==> config.mk <==
export PLATFORM = sky130hd
export DESIGN_NAME = pixel_streamer
export DESIGN_NICKNAME = d
export VERILOG_FILES = /design/src/rtl/pixel_streamer.sv
export SDC_FILE = /design/constraint.sdc
export NUM_CORES = 1
export LEC_CHECK = 0
export ABC_AREA = 1
export CAP_MARGIN = 20
export CELL_PAD_IN_SITES_DETAIL_PLACEMENT = 1
export CELL_PAD_IN_SITES_GLOBAL_PLACEMENT = 1
export CORE_UTILIZATION = 37
export DETAILED_ROUTE_END_ITERATION = 10
export PLACE_DENSITY = 0.9
export SETUP_SLACK_MARGIN = 0.5
export SLEW_MARGIN = 15
export SYNTH_ARGS = -nofsm -noshare
export SYNTH_HDL_FRONTEND = slang
export SYNTH_SLANG_ARGS = --single-unit
==> constraint.sdc <==
create_clock -name clk -period 1.45 [get_ports clk]
set_input_delay 0.29 -clock clk [delete_from_list [all_inputs] [get_ports clk]]
set_output_delay 0.29 -clock clk [all_outputs]
set_load 0.005 [all_outputs]
==> src/rtl/pixel_streamer.sv <==
`default_nettype none
// ============================================================================
//  Module   : pixel_streamer
//  Purpose  : Reads one WIDTH x HEIGHT greyscale frame from a synchronous frame
//             RAM in raster order and presents it as a valid/ready pixel
//             stream with start-of-frame, end-of-line and end-of-frame markers.
//  Revision : 1.0 - initial release
// ============================================================================
module pixel_streamer #(
    parameter int WIDTH  = 3,
    parameter int HEIGHT = 3,
    parameter int PIX_W  = 8,
    parameter int ADDR_W = 4
) (
    input  logic              clk,
    input  logic              rst,
    input  logic              start,
    output logic              busy,
    output logic              done,
    output logic              mem_rd_en,
    output logic [ADDR_W-1:0] mem_addr,
    input  logic [PIX_W-1:0]  mem_rd_data,
    output logic [PIX_W-1:0]  pixel_out,
    output logic              pixel_valid,
    input  logic              pixel_ready,
    output logic              sof,
    output logic              eol,
    output logic              eof
);

    // Counter widths; a one-pixel dimension still gets a 1-bit counter.
    localparam int c_XW = (WIDTH  > 1) ? $clog2(WIDTH)  : 1;
    localparam int c_YW = (HEIGHT > 1) ? $clog2(HEIGHT) : 1;
    // Buffer entry layout: {sof, eol, eof, pixel}.
    localparam int c_EW = PIX_W + 3;

    localparam logic [c_XW-1:0]   c_X_LAST = c_XW'(WIDTH - 1);
    localparam logic [c_YW-1:0]   c_Y_LAST = c_YW'(HEIGHT - 1);
    // Read counter is one bit wider than the address so it can hold the
    // full pixel count even when the frame exactly fills the RAM.
    localparam logic [ADDR_W:0]   c_NPIX   = (ADDR_W + 1)'(WIDTH * HEIGHT);
    localparam logic [ADDR_W:0]   c_CNT_ONE = (ADDR_W + 1)'(1);
    localparam logic [c_XW-1:0]   c_X_ONE  = c_XW'(1);
    localparam logic [c_YW-1:0]   c_Y_ONE  = c_YW'(1);

    localparam logic [1:0] c_IDLE = 2'd0;
    localparam logic [1:0] c_RUN  = 2'd1;
    localparam logic [1:0] c_DONE = 2'd2;

    logic [1:0]       r_state;
    logic [ADDR_W:0]  r_rd_cnt;
    logic [c_XW-1:0]  r_x;
    logic [c_YW-1:0]  r_y;
    logic             r_inflight;
    logic [2:0]       r_if_mk;
    logic             r_out_v;
    logic [c_EW-1:0]  r_out;
    logic             r_skid_v;
    logic [c_EW-1:0]  r_skid;

    logic             w_run;
    logic             w_start;
    logic             w_room;
    logic             w_rd_en;
    logic [2:0]       w_mk;
    logic [c_EW-1:0]  w_in;
    logic [c_EW-1:0]  w_head;
    logic             w_xfer;

    // Read issue, stream head selection and marker generation.
    always_comb begin
        w_run   = (r_state == c_RUN);
        w_start = (r_state == c_IDLE) && start;
        // At most two pixels may be held or in flight at any time: the
        // only way to reach two is an occupied output register together
        // with either a skid entry or a pending RAM read.
        w_room  = !(r_out_v && (r_skid_v || r_inflight));
        w_rd_en = w_run && (r_rd_cnt < c_NPIX) && w_room;
        // Markers belong to the raster position of the pixel being read.
        w_mk[2] = (r_x == '0) && (r_y == '0);
        w_mk[1] = (r_x == c_X_LAST);
        w_mk[0] = (r_x == c_X_LAST) && (r_y == c_Y_LAST);
        // RAM data arriving this cycle, tagged with the markers captured
        // when its read was issued.
        w_in    = {r_if_mk, mem_rd_data};
        // The oldest pixel is the output register if full, otherwise the
        // RAM data itself, which gives pixel 0 one cycle after its read.
        if (r_out_v) begin
            w_head = r_out;
        end else if (r_inflight) begin
            w_head = w_in;
        end else begin
            w_head = '0;
        end
        w_xfer  = (r_out_v || r_inflight) && pixel_ready;
    end

    assign mem_rd_en   = w_rd_en;
    assign mem_addr    = w_rd_en ? r_rd_cnt[ADDR_W-1:0] : '0;
    assign pixel_valid = r_out_v || r_inflight;
    assign pixel_out   = w_head[PIX_W-1:0];
    assign sof         = w_head[PIX_W+2];
    assign eol         = w_head[PIX_W+1];
    assign eof         = w_head[PIX_W];
    assign busy        = w_run;
    assign done        = (r_state == c_DONE);

    // Frame control: IDLE waits for start, RUN ends on the eof transfer,
    // DONE lasts exactly one cycle.
    always_ff @(posedge clk) begin
        if (rst) begin
            r_state <= c_IDLE;
        end else begin
            case (r_state)
                c_IDLE:  if (start) r_state <= c_RUN;
                c_RUN:   if (w_xfer && eof) r_state <= c_DONE;
                c_DONE:  r_state <= c_IDLE;
                default: r_state <= c_IDLE;
            endcase
        end
    end

    // Read address and raster position of the next read to issue.
    always_ff @(posedge clk) begin
        if (rst) begin
            r_rd_cnt   <= '0;
            r_x        <= '0;
            r_y        <= '0;
            r_inflight <= 1'b0;
            r_if_mk    <= '0;
        end else begin
            r_inflight <= w_rd_en;
            if (w_start) begin
                r_rd_cnt <= '0;
                r_x      <= '0;
                r_y      <= '0;
            end else if (w_rd_en) begin
                r_rd_cnt <= r_rd_cnt + c_CNT_ONE;
                r_if_mk  <= w_mk;
                if (r_x == c_X_LAST) begin
                    r_x <= '0;
                    r_y <= (r_y == c_Y_LAST) ? '0 : r_y + c_Y_ONE;
                end else begin
                    r_x <= r_x + c_X_ONE;
                end
            end
        end
    end

    // Output register plus skid entry; arriving RAM data is parked here
    // whenever it cannot be handed downstream in the cycle it appears.
    always_ff @(posedge clk) begin
        if (rst) begin
            r_out_v  <= 1'b0;
            r_out    <= '0;
            r_skid_v <= 1'b0;
            r_skid   <= '0;
        end else if (!r_out_v) begin
            // Empty: RAM data bypassed this cycle; keep it only if it stalled.
            if (r_inflight && !w_xfer) begin
                r_out_v <= 1'b1;
                r_out   <= w_in;
            end
        end else if (!r_skid_v) begin
            if (w_xfer) begin
                r_out_v <= r_inflight;
                r_out   <= r_inflight ? w_in : '0;
            end else if (r_inflight) begin
                r_skid_v <= 1'b1;
                r_skid   <= w_in;
            end
        end else if (w_xfer) begin
            // Both entries full means no read was in flight.
            r_out    <= r_skid;
            r_skid_v <= 1'b0;
        end
    end

endmodule
`default_nettype wire

==> results of run 1 <==
-- metrics by stage --
stage	hold WS [ns]	instances	setup TNS, ns	cell area (um^2)	setup slack, ns
5_1_grt	0.508	476	-7.50	3540	-0.345
3_5_place_dp	0.491	437	-7.45	2810	-0.387
3_3_place_gp	0.475	437	-5.84	2810	-0.348
2_1_floorplan	0.355	292	0	2040	0.200
4_1_cts	0.477	464	-3.02	3260	-0.226
6_report	0.488	476	-5.31	3540	-0.292
-- logic make-up (layout without fill, tap and decap cells) --
group	count (synthesis)	in the layout	synth area share, %
XOR/XNOR	1	1	0.446
flip-flops	39	39	39.7
AO/OA/AOI/OAI	57	57	16.2
adder cells (fa/ha/maj)	1	1	0.636
AND/OR/NAND/NOR	149	149	32.8
buffers and inverters	45	159	10.2
-- power by group --
group | internal (mW) | total, mW | switching [mW] | leakage (nW)
clock network | 0.323 | 0.751 | 0.428 | 0.0371
registers | 1.10 | 1.13 | 0.0329 | 0.319
logic | 0.328 | 0.661 | 0.333 | 1.34
-- cell usage after synthesis (all sizes together), types with 4 or more instances --
master,n
o211ai,12
nor2,59
o21ai,33
nand2,64
nor3,5
dfxtp,39
clkbuf,4
inv,34
a21oi,11
buf,7
or2,9
nand3,11
-- worst max-delay path, cell delays in order (launching register included) --
cell and delay [ns]:
dfxtp_1 0.33, nor2_1 0.17, nand2_1 0.11, nand2_2 0.11
nand2_4 0.09, buf_6 0.14, nor2_4 0.08, buf_2 0.12
-- worst min path at each step --
stage | endpoint | slack, ns | cells past startpoint | startpoint
after floorplan | r_inflight | 0.35 | 1 | rst
after CTS | r_if_mk[1] | 0.48 | 3 | rst
after detailed placement | r_x[0] | 0.49 | 2 | r_x[0]
after global routing | r_inflight | 0.51 | 3 | rst
final | r_state[0] | 0.49 | 3 | rst
after global placement | r_out[2] | 0.47 | 2 | r_out[2]
-- sequential cells by signal, summed over array words and instances (netlist names) --
register,count
r_out,11
r_skid,11
r_rd_cnt,5
r_if_mk,3
r_state,2
r_x,2
r_y,2
r_inflight,1
r_out_v,1
r_skid_v,1
-- final cells by class --
type	instances	area [um^2]	share of cell area, %
Sequential cell	39	792	22.4
Timing Repair inverter	1	6.26	0.177
Timing Repair Buffer	118	1110	31.5
Inverter	34	135	3.81
Multi-Input combinational cell	208	1330	37.7
Clock buffer	6	72.6	2.05
Tap cell	70	87.6	2.47
-- timing repair --
action	CTS	global route
endpoints found under the setup margin	58	58
pin swaps	29	34
resized for setup	161	64
gates cloned	2	1
setup buffers	19	11
-- layer usage --
layer  wire, um  GRT usage (%)  up-vias
met5          0              0        -
met1       3970           34.5     1298
li1           -              -     1162
met3        836           8.30       78
met2       5720           62.6      174
met4        692           18.9        0
==> metrics.cfg, run 1 <==
[cts]
cts_num_sinks = 39
cts_buffers = 5
cts_tree = built
cts.root.buffer_cell = clkbuf_8
clock_latency_ns = 0.30
cts-hold-fix-buffers = 0
ctsLongestPathBuffers = 2
path_clk_slew_ns = 0.08
ctsHtreeMaxLevel = 2

[finish]
final_cell_mix = buf_4 (54), nor2_1 (39), nand2_1 (39), dfxtp_1 (34), inv_1 (25)
final_core_util_pct = 69.4
nets = 420
fill_cells = 597
final_common_cell = buf_4
layout-drive-gt1-share_pct = 53.0
syn2layout_area_growth_pct = 80.2
diodes = 0

[critical_path]
start_kind = register
regToRegSetupSlack_ns = -0.19
worstSetupPathType = reg2out
setup.worst_path.end = mem_addr[0]
path_max_fanout = 4
crit_path_start = r_rd_cnt[1]
cp.arrival_ns = 1.45
worst_ep_required_time_ns = 1.16
r2r-start = r_out_v
worst_r2r_endpoint = r_out[7]
r2r_cells = 9
critPathCaptureType = output port

[routing]
routed_wl_mm = 11.2
wl_per_cell_um = 23.6
firstDrtPassIters = 5
vias = 2712
initialDrtViolationCount = 183
viasPerCell = 5.70
drc = 0
ant_nets = 0

[pwr]
peakVddDrop_mv = 0.648
powerDensity_nw_per_um2 = 718
finalPower_mw = 2.54
p_leak_nw = 1.69

[synthesis]
synthCells = 292
yosysWarningCount = 0
syn-num-nets = 305
ys_ff_latch = 39
synth_top_area_share_pct = 39.7
yosysTopAreaCell = dfxtp_1
synth.area.top_cells = dfxtp_1 (40%), nand2_1 (11%), nor2_1 (11%)
synth_cell_types = 26
syn-cell-area_um2 = 1970
synth_flop_cell = dfxtp_1
async_flop_share_pct = 0
syn_avg_cell_area_um2 = 6.73
synth-edff-count = 0
ys_seq_area_share_pct = 39.7

[global_routing]
grt_antenna_before_repair = 0
grt_pass1_wl_mm = 13.5
grt_max_degree = 13
grt_remaining_overflow = 0
grt_pass1_vias = 2687
grtUsageTotal_pct = 33.7

[flow_run]
max_cap_violations = 0

[floorplan]
die-area_um2 = 5610
initial_core_util_pct = 38.5
die_x_um = 74.9
core_area_um2 = 5110
die_y_um = 74.9
fp-row-count = 26
io_pins = 31

[sta]
fin_crit_sh_pct = 120
hold_violations = 0
maxSlewViolCount = 0
fin_skew_ns = 0.0105
relSlewSlack_pct = 76.0
fin_ws_ns = -0.292
fmax_mhz = 574
worst_slew_pin_slew_ns = 0.358
rsz0062_at_grt = yes
finalSetupViolations = 46
layout_min_cycle_time_ns = 1.74

[run_status]
violations = negative setup slack
outcome = finished, violations left

[hold_path]
worst_hold_path_type = in2reg

[placed_design]
dp_hpwl_mm = 4.49
portBuffers = 30
gp_congestion = 0.760

Note: power is estimated with default switching activity, not from simulation.
==> inputs of run 2 (changes only) <==
--- a/config.mk
+++ b/config.mk
@@ -7,11 +7,9 @@
 export LEC_CHECK = 0
 export ABC_AREA = 1
 export CAP_MARGIN = 20
-export CELL_PAD_IN_SITES_DETAIL_PLACEMENT = 1
-export CELL_PAD_IN_SITES_GLOBAL_PLACEMENT = 1
-export CORE_UTILIZATION = 37
+export CORE_UTILIZATION = 50
 export DETAILED_ROUTE_END_ITERATION = 10
-export PLACE_DENSITY = 0.9
+export PLACE_DENSITY = 0.81
 export SETUP_SLACK_MARGIN = 0.5
 export SLEW_MARGIN = 15
 export SYNTH_ARGS = -nofsm -noshare
==> metrics.cfg, run 2 <==
[run_status]
outcome = did not finish
haltStage = global routing
error_line = [ERROR DPL-0033] detailed placement checks failed during check placement.

[synthesis]
synthXorXnorAreaFrac_pct = 0.446
synth_fa_ha_area_share_pct = 0.637
synth_top_area_share_pct = 39.7
yosysWarningCount = 0
synth_cell_types = 26
synth.area.top_cells = dfxtp_1 (40%), nand2_1 (11%), nor2_1 (11%)
synth_compound_area_share_pct = 16.2
muxShareOfSynthArea_pct = 0
synth_common_cells = nand2_1 (59), nor2_1 (56), dfxtp_1 (39)
syn_avg_cell_area_um2 = 6.73
synth_top_family_by_area = simple AND/OR/NAND/NOR gates
synth-edff-count = 0
async_flop_share_pct = 0
synthCells = 292
synth-simple-area-share_pct = 32.8
yosysTopAreaCell = dfxtp_1
synth_flop_cell = dfxtp_1
syn-num-nets = 305
ys_ff_latch = 39
yosysMostFrequentCell = nand2_1
syn-cell-area_um2 = 1970
ys_seq_area_share_pct = 39.7

[placed_design]
portBuffers = 30
dp_hpwl_mm = 3.40
dpl_cell_area_um2 = 2710
dp_slack_ns = -0.396
gp_congestion = 0.830

[sta]
worst_endpoint = mem_addr[0]
worst-ep-kind = primary output

[cts]
cts_buffers = 5
cts.root.buffer_cell = clkbuf_8
cts_num_sinks = 39
cts-hold-fix-buffers = 0
ctsLongestPathBuffers = 2
ctsHtreeMaxLevel = 2

[global_routing]
grt_antenna_before_repair = 0
grt_max_degree = 25

[floorplan]
die_x_um = 64.7
io_pins = 31
die_y_um = 64.7
fp-row-count = 22
initial_core_util_pct = 52.9

==> run 2: cell counts after synthesis <==
Identical to the previous run, type by type.
==> run 2: timing repair <==
| action | CTS |
|---|---|
| hold endpoints to repair | 0 |
| setup endpoints to repair | 58 |
| buffers inserted | 17 |
| pin swaps | 24 |
| resized for setup | 155 |
==> run 2: through the flow <==
stage / util [%] / cells / setup TNS, ns / hold WS (ns)
after floorplan: - / 292 / 0 / 0.355
after global placement: 73.0 / 411 / -5.24 / 0.473
after detailed placement: 73.0 / 411 / -5.90 / 0.479
after CTS: 84.0 / 436 / -2.43 / 0.493
==> run 2: kinds of logic after synthesis <==
logic type	after synthesis
compound gates	57
xor+xnor	1
fa+ha+maj	1
buf+inv	45
flops	39
simple gates	149
==> inputs of run 3 (changes only) <==
--- a/config.mk
+++ b/config.mk
@@ -7,10 +7,9 @@
 export LEC_CHECK = 0
 export ABC_AREA = 1
 export CAP_MARGIN = 20
-export CORE_UTILIZATION = 50
+export CORE_UTILIZATION = 35
 export DETAILED_ROUTE_END_ITERATION = 10
-export PLACE_DENSITY = 0.81
-export SETUP_SLACK_MARGIN = 0.5
+export PLACE_DENSITY_LB_ADDON = 0.15
 export SLEW_MARGIN = 15
 export SYNTH_ARGS = -nofsm -noshare
 export SYNTH_HDL_FRONTEND = slang
==> metrics.cfg, run 3 (synthesis gave the netlist of run 1 again) <==
[sta]
rsz0062_at_grt = yes
layout_min_cycle_time_ns = 1.64
worst_slew_pin_slew_ns = 0.318
hold_violations = 0
holdWs_ns = 0.496
finalSetupViolations = 37
fin_skew_ns = 0.00220
fmax_mhz = 610
relSlewSlack_pct = 78.7
fin_ws_ns = -0.191
maxSlewViolCount = 0
fin_crit_sh_pct = 113

[finish]
final_common_cell = buf_4
nets = 419
diodes = 0
top_regs = r_out: 11 flops, r_skid: 11 flops, r_rd_cnt: 5 flops
layout-drive-gt1-share_pct = 44.2
fill_cells = 480
fin_cells = 477
final_cell_mix = buf_4 (66), nor2_1 (49), nand2_1 (46), dfxtp_1 (36), inv_1 (30)
syn2layout_area_growth_pct = 69.8
final_area_um2 = 3340

[hold_path]
worst_hold_path_type = reg2reg
hold_path_depth = 2
hold_end = r_rd_cnt[3]
hp-start = r_rd_cnt[3]

[floorplan]
io_pins = 31
initial_core_util_pct = 37.3
die-area_um2 = 5920
die_y_um = 76.9
die_x_um = 76.9
fp-row-count = 26
core_area_um2 = 5270

[pwr]
switching_power_uw = 627
peakVddDrop_mv = 0.387
p_comb_share_pct = 21.0
powerDensity_nw_per_um2 = 732
swShare_pct = 25.7
pwr-share-seq_pct = 45.9
p_leak_nw = 1.67
p_int_mw = 1.82
finalPower_mw = 2.44
clock_power_share_pct = 33.1

[cts]
ctsLongestPathBuffers = 2
cts-hold-fix-buffers = 0
path_clk_slew_ns = 0.07
clock_latency_ns = 0.29
cts_buffers = 5
cts.root.buffer_cell = clkbuf_8
ctsHtreeMaxLevel = 2
cts_num_sinks = 39
cts_tree = built

[placed_design]
gp_congestion = 0.791
dp_hpwl_mm = 3.39
dp_slack_ns = -0.373
numPlacedInstances = 441
dpl_cell_area_um2 = 2780
portBuffers = 30

[global_routing]
grt_antenna_before_repair = 0
grt_pass1_wl_mm = 8.89
grt_max_degree = 25
grt_remaining_overflow = 0
grtUsageTotal_pct = 18.8
grt_pass1_vias = 1963

[critical_path]
r2r_cells = 7
cp.arrival_ns = 1.35
r2r-start = r_out_v
worstSetupPathType = reg2out
regToRegSetupSlack_ns = -0.06
worst_r2r_endpoint = r_skid[3]
path_max_fanout = 7
critPathCaptureType = output port
start_kind = register
worst_ep_required_time_ns = 1.16

[routing]
routed_wl_mm = 5.74
wl_per_cell_um = 12.0
initialDrtViolationCount = 81
firstDrtPassIters = 4
drc = 0
viasPerCell = 4.58
ant_nets = 0
vias = 2185

[flow_run]
max_cap_violations = 0

[run_status]
outcome = finished, violations left
violations = negative setup slack

## run 3: power groups by stage
stage | clock network [mW] | registers, mW | logic [mW]
2_1_floorplan | 0 | 1.14 | 0.170
5_1_grt | 0.889 | 1.13 | 0.561
3_5_place_dp | 0 | 1.15 | 0.389
6_report | 0.809 | 1.12 | 0.512
3_3_place_gp | 0 | 1.15 | 0.387
4_1_cts | 0.829 | 1.12 | 0.438
## run 3: cell type report
| cell class | count | area [um^2] | area share [%] |
|---|---|---|---|
| Clock buffer | 8 | 100 | 3.00 |
| Timing Repair inverter | 1 | 7.51 | 0.225 |
| Timing Repair Buffer | 117 | 1010 | 30.1 |
| Tap cell | 70 | 87.6 | 2.62 |
| Inverter | 34 | 133 | 3.97 |
| Sequential cell | 39 | 790 | 23.7 |
| Multi-Input combinational cell | 208 | 1210 | 36.4 |
## run 3: repair_timing
| item | CTS | global route |
|---|---|---|
| hold endpoints to repair | 0 | 0 |
| pin swaps | 14 | 28 |
| endpoints found under the setup margin | 30 | 45 |
| buffers inserted | 15 | 12 |
| cloned | 1 | 4 |
| gates resized for setup | 111 | 72 |
## run 3: how the worst max path moves through the flow
stage	cells past startpoint	end	slack [ns]	from
after global routing	7	eof	-0.27	r_out_v
final	7	mem_addr[1]	-0.19	r_out_v
after floorplan	5	eol	0.14	r_out_v
after CTS	6	eof	-0.19	r_out_v
after detailed placement	4	pixel_out[6]	-0.37	mem_rd_data[6]
after global placement	4	pixel_out[0]	-0.32	mem_rd_data[0]
## run 3: metal layers
layer / wire, um / GRT usage [%] / vias up
li1: - / - / 1158
met1: 2520 / 21.7 / 988
met2: 3010 / 33.9 / 32
met3: 148 / 3.69 / 7
met4: 65 / 6.92 / 0
met5: 0 / 0 / -
## run 3: critical path: stages, from the launching register on
cell and delay (ns):
dfxtp_4 0.37, buf_6 0.12, nand2_4 0.07, nand2_4 0.06, nor2_4 0.13, nand2_4 0.09
nor2_1 0.09, buf_2 0.11
## run 3: per-stage QoR
stage / TNS (ns) / utilization (%)
floorplan: 0 / -
global placement: -6.60 / 52.8
detailed placement: -7.07 / 52.8
CTS: -1.97 / 57.6
global route: -5.51 / 63.3
finish: -2.40 / 63.3
==> inputs of run 4 (changes only) <==
--- a/config.mk
+++ b/config.mk
@@ -6,6 +6,7 @@
 export NUM_CORES = 1
 export LEC_CHECK = 0
 export ABC_AREA = 1
+export ABC_CLOCK_PERIOD_IN_PS = 1450
 export CAP_MARGIN = 20
 export CORE_UTILIZATION = 35
 export DETAILED_ROUTE_END_ITERATION = 10
==> constraint.sdc (replaced) <==
create_clock -name clk -period 1.45 [get_ports clk]
set_input_delay 0.29 -clock clk [delete_from_list [all_inputs] [get_ports clk]]
set_output_delay 0.29 -clock clk [all_outputs]
set_load 0.05 [all_outputs]
==> metrics.cfg, run 4 (synthesis gave the netlist of run 1 again) <==
[sta]
rsz0062_at_grt = yes
worst_slew_pin_slew_ns = 0.335
fin_ws_ns = -0.193
fin_crit_sh_pct = 113
maxSlewViolCount = 0
hold_violations = 0
fmax_mhz = 609
finalSetupViolations = 17
fin_skew_ns = 0.0116
relSlewSlack_pct = 77.6
layout_min_cycle_time_ns = 1.64

[cts]
ctsLongestPathBuffers = 2
cts.root.buffer_cell = clkbuf_8
clock_latency_ns = 0.30
cts_buffers = 5
cts-hold-fix-buffers = 0
ctsHtreeMaxLevel = 2
path_clk_slew_ns = 0.08
cts_num_sinks = 39
cts_tree = built

[finish]
nets = 374
fill_cells = 480
layout-drive-gt1-share_pct = 34.8
diodes = 0
final_area_um2 = 3210
syn2layout_area_growth_pct = 63.2
final_common_cell = nor2_1
final_cell_mix = nor2_1 (49), nand2_1 (48), buf_4 (36), dfxtp_1 (35), inv_1 (30)
top_regs = r_out: 11 flops, r_skid: 11 flops, r_rd_cnt: 5 flops

[routing]
initialDrtViolationCount = 79
viasPerCell = 4.77
ant_nets = 0
routed_wl_mm = 5.23
vias = 2059
firstDrtPassIters = 4
wl_per_cell_um = 12.1
drc = 0

[critical_path]
critPathSlowestCell = dfxtp_4
critPathMaxStageDelay_ns = 0.42
worstSetupPathType = reg2out
cp_cell_sequence = buf_4 -> clkbuf_16 -> nand2_2 -> o21ai_4 -> buf_12
regToRegSetupSlack_ns = 0.08
critPathCaptureType = output port
worst_ep_required_time_ns = 1.16
start_kind = register
cp.arrival_ns = 1.35
path_max_fanout = 7

[pwr]
powerDensity_nw_per_um2 = 752
finalPower_mw = 2.41
peakVddDrop_mv = 0.592
p_leak_nw = 1.44

[flow_run]
max_cap_violations = 0

[floorplan]
die-area_um2 = 5920
die_y_um = 76.9
initial_core_util_pct = 37.3
io_pins = 31
fp-row-count = 26
die_x_um = 76.9
core_area_um2 = 5270

[placed_design]
gp_congestion = 0.791
portBuffers = 30
dp_hpwl_mm = 3.56
dpl_cell_area_um2 = 2920

[global_routing]
grt_antenna_before_repair = 0
grt_remaining_overflow = 0
grt_pass1_wl_mm = 8.91
grt_pass1_vias = 2019
grt_max_degree = 25
grtUsageTotal_pct = 18.8

[hold_path]
worst_hold_path_type = reg2reg

[run_status]
violations = negative setup slack
outcome = finished, violations left

run 4: cell count changes in the layout (fill, tap and decap cells not counted), moves of 6 or more:
| cell | previous run | this run |
|---|---|---|
| buf_4 | 66 | 36 |
| buf_12 | 4 | 22 |
| o21ai_2 | 16 | 0 |
| buf_2 | 15 | 0 |
| buf_6 | 14 | 1 |
| o21ai_0 | 7 | 20 |
| nand2_4 | 12 | 3 |
| o21ai_4 | 0 | 9 |
| nand2_2 | 5 | 12 |
| o21ai_1 | 10 | 4 |
run 4: through the flow:
stage	hold slack, ns	utilization, %	setup TNS, ns	setup WS [ns]	std cells
global route	0.498	60.9	-3.75	-0.266	432
CTS	0.464	59.4	-3.02	-0.231	428
global placement	0.442	55.3	-1.31	-0.0616	413
finish	0.460	60.9	-2.80	-0.193	432
floorplan	0.359	-	-0.0171	-0.0149	292
detailed placement	0.452	55.3	-1.96	-0.108	413
run 4: final timing paths:
path,startpoint,end,depth (start not counted)
setup reg to reg,r_out_v,r_x[1],8
hold / removal,r_rd_cnt[4],r_rd_cnt[4],2
setup / recovery,r_out_v,eol,5
hold reg to reg,r_rd_cnt[4],r_rd_cnt[4],2
run 4: final cells by class:
class / instances / area [um^2] / area share (%)
well taps: 70 / 87.6 / 2.73
repair buffers: 73 / 900 / 28.0
multi-input cells: 208 / 1200 / 37.5
flip-flops and latches: 39 / 791 / 24.6
clock inverters: 3 / 25.0 / 0.780
clock buffers: 5 / 68.8 / 2.15
inverters: 34 / 133 / 4.13
run 4: layer usage:
metal	vias up	track usage [%]	part of all wire, %
li1	1070	-	-
met3	10	4.05	2.9
met1	942	20.3	44
met4	0	6.73	1.6
met2	37	35.4	51
met5	-	0	0
run 4: power breakdown:
part           switching, mW  leakage, nW  internal (mW)
sequential            0.0286        0.318           1.10
clock                  0.412       0.0443          0.344
combinational          0.271         1.08          0.258
total                  0.712         1.44           1.70
run 4: worst max-delay path, delay by kind of cell (launching register included):
family / cells / cell delay, ns
and+or+nand+nor: 1 / 0.07
buffers and inverters: 3 / 0.49
DFF: 1 / 0.42
AOI/OAI and AO/OA: 1 / 0.07
run 4: what timing repair did:
item                       in CTS  in global routing
pin swaps                       8                 10
resized for setup              18                 12
gates cloned                    1                  1
setup buffers                   6                  3
hold endpoints to repair        0                  0
setup endpoints to repair      17                 20
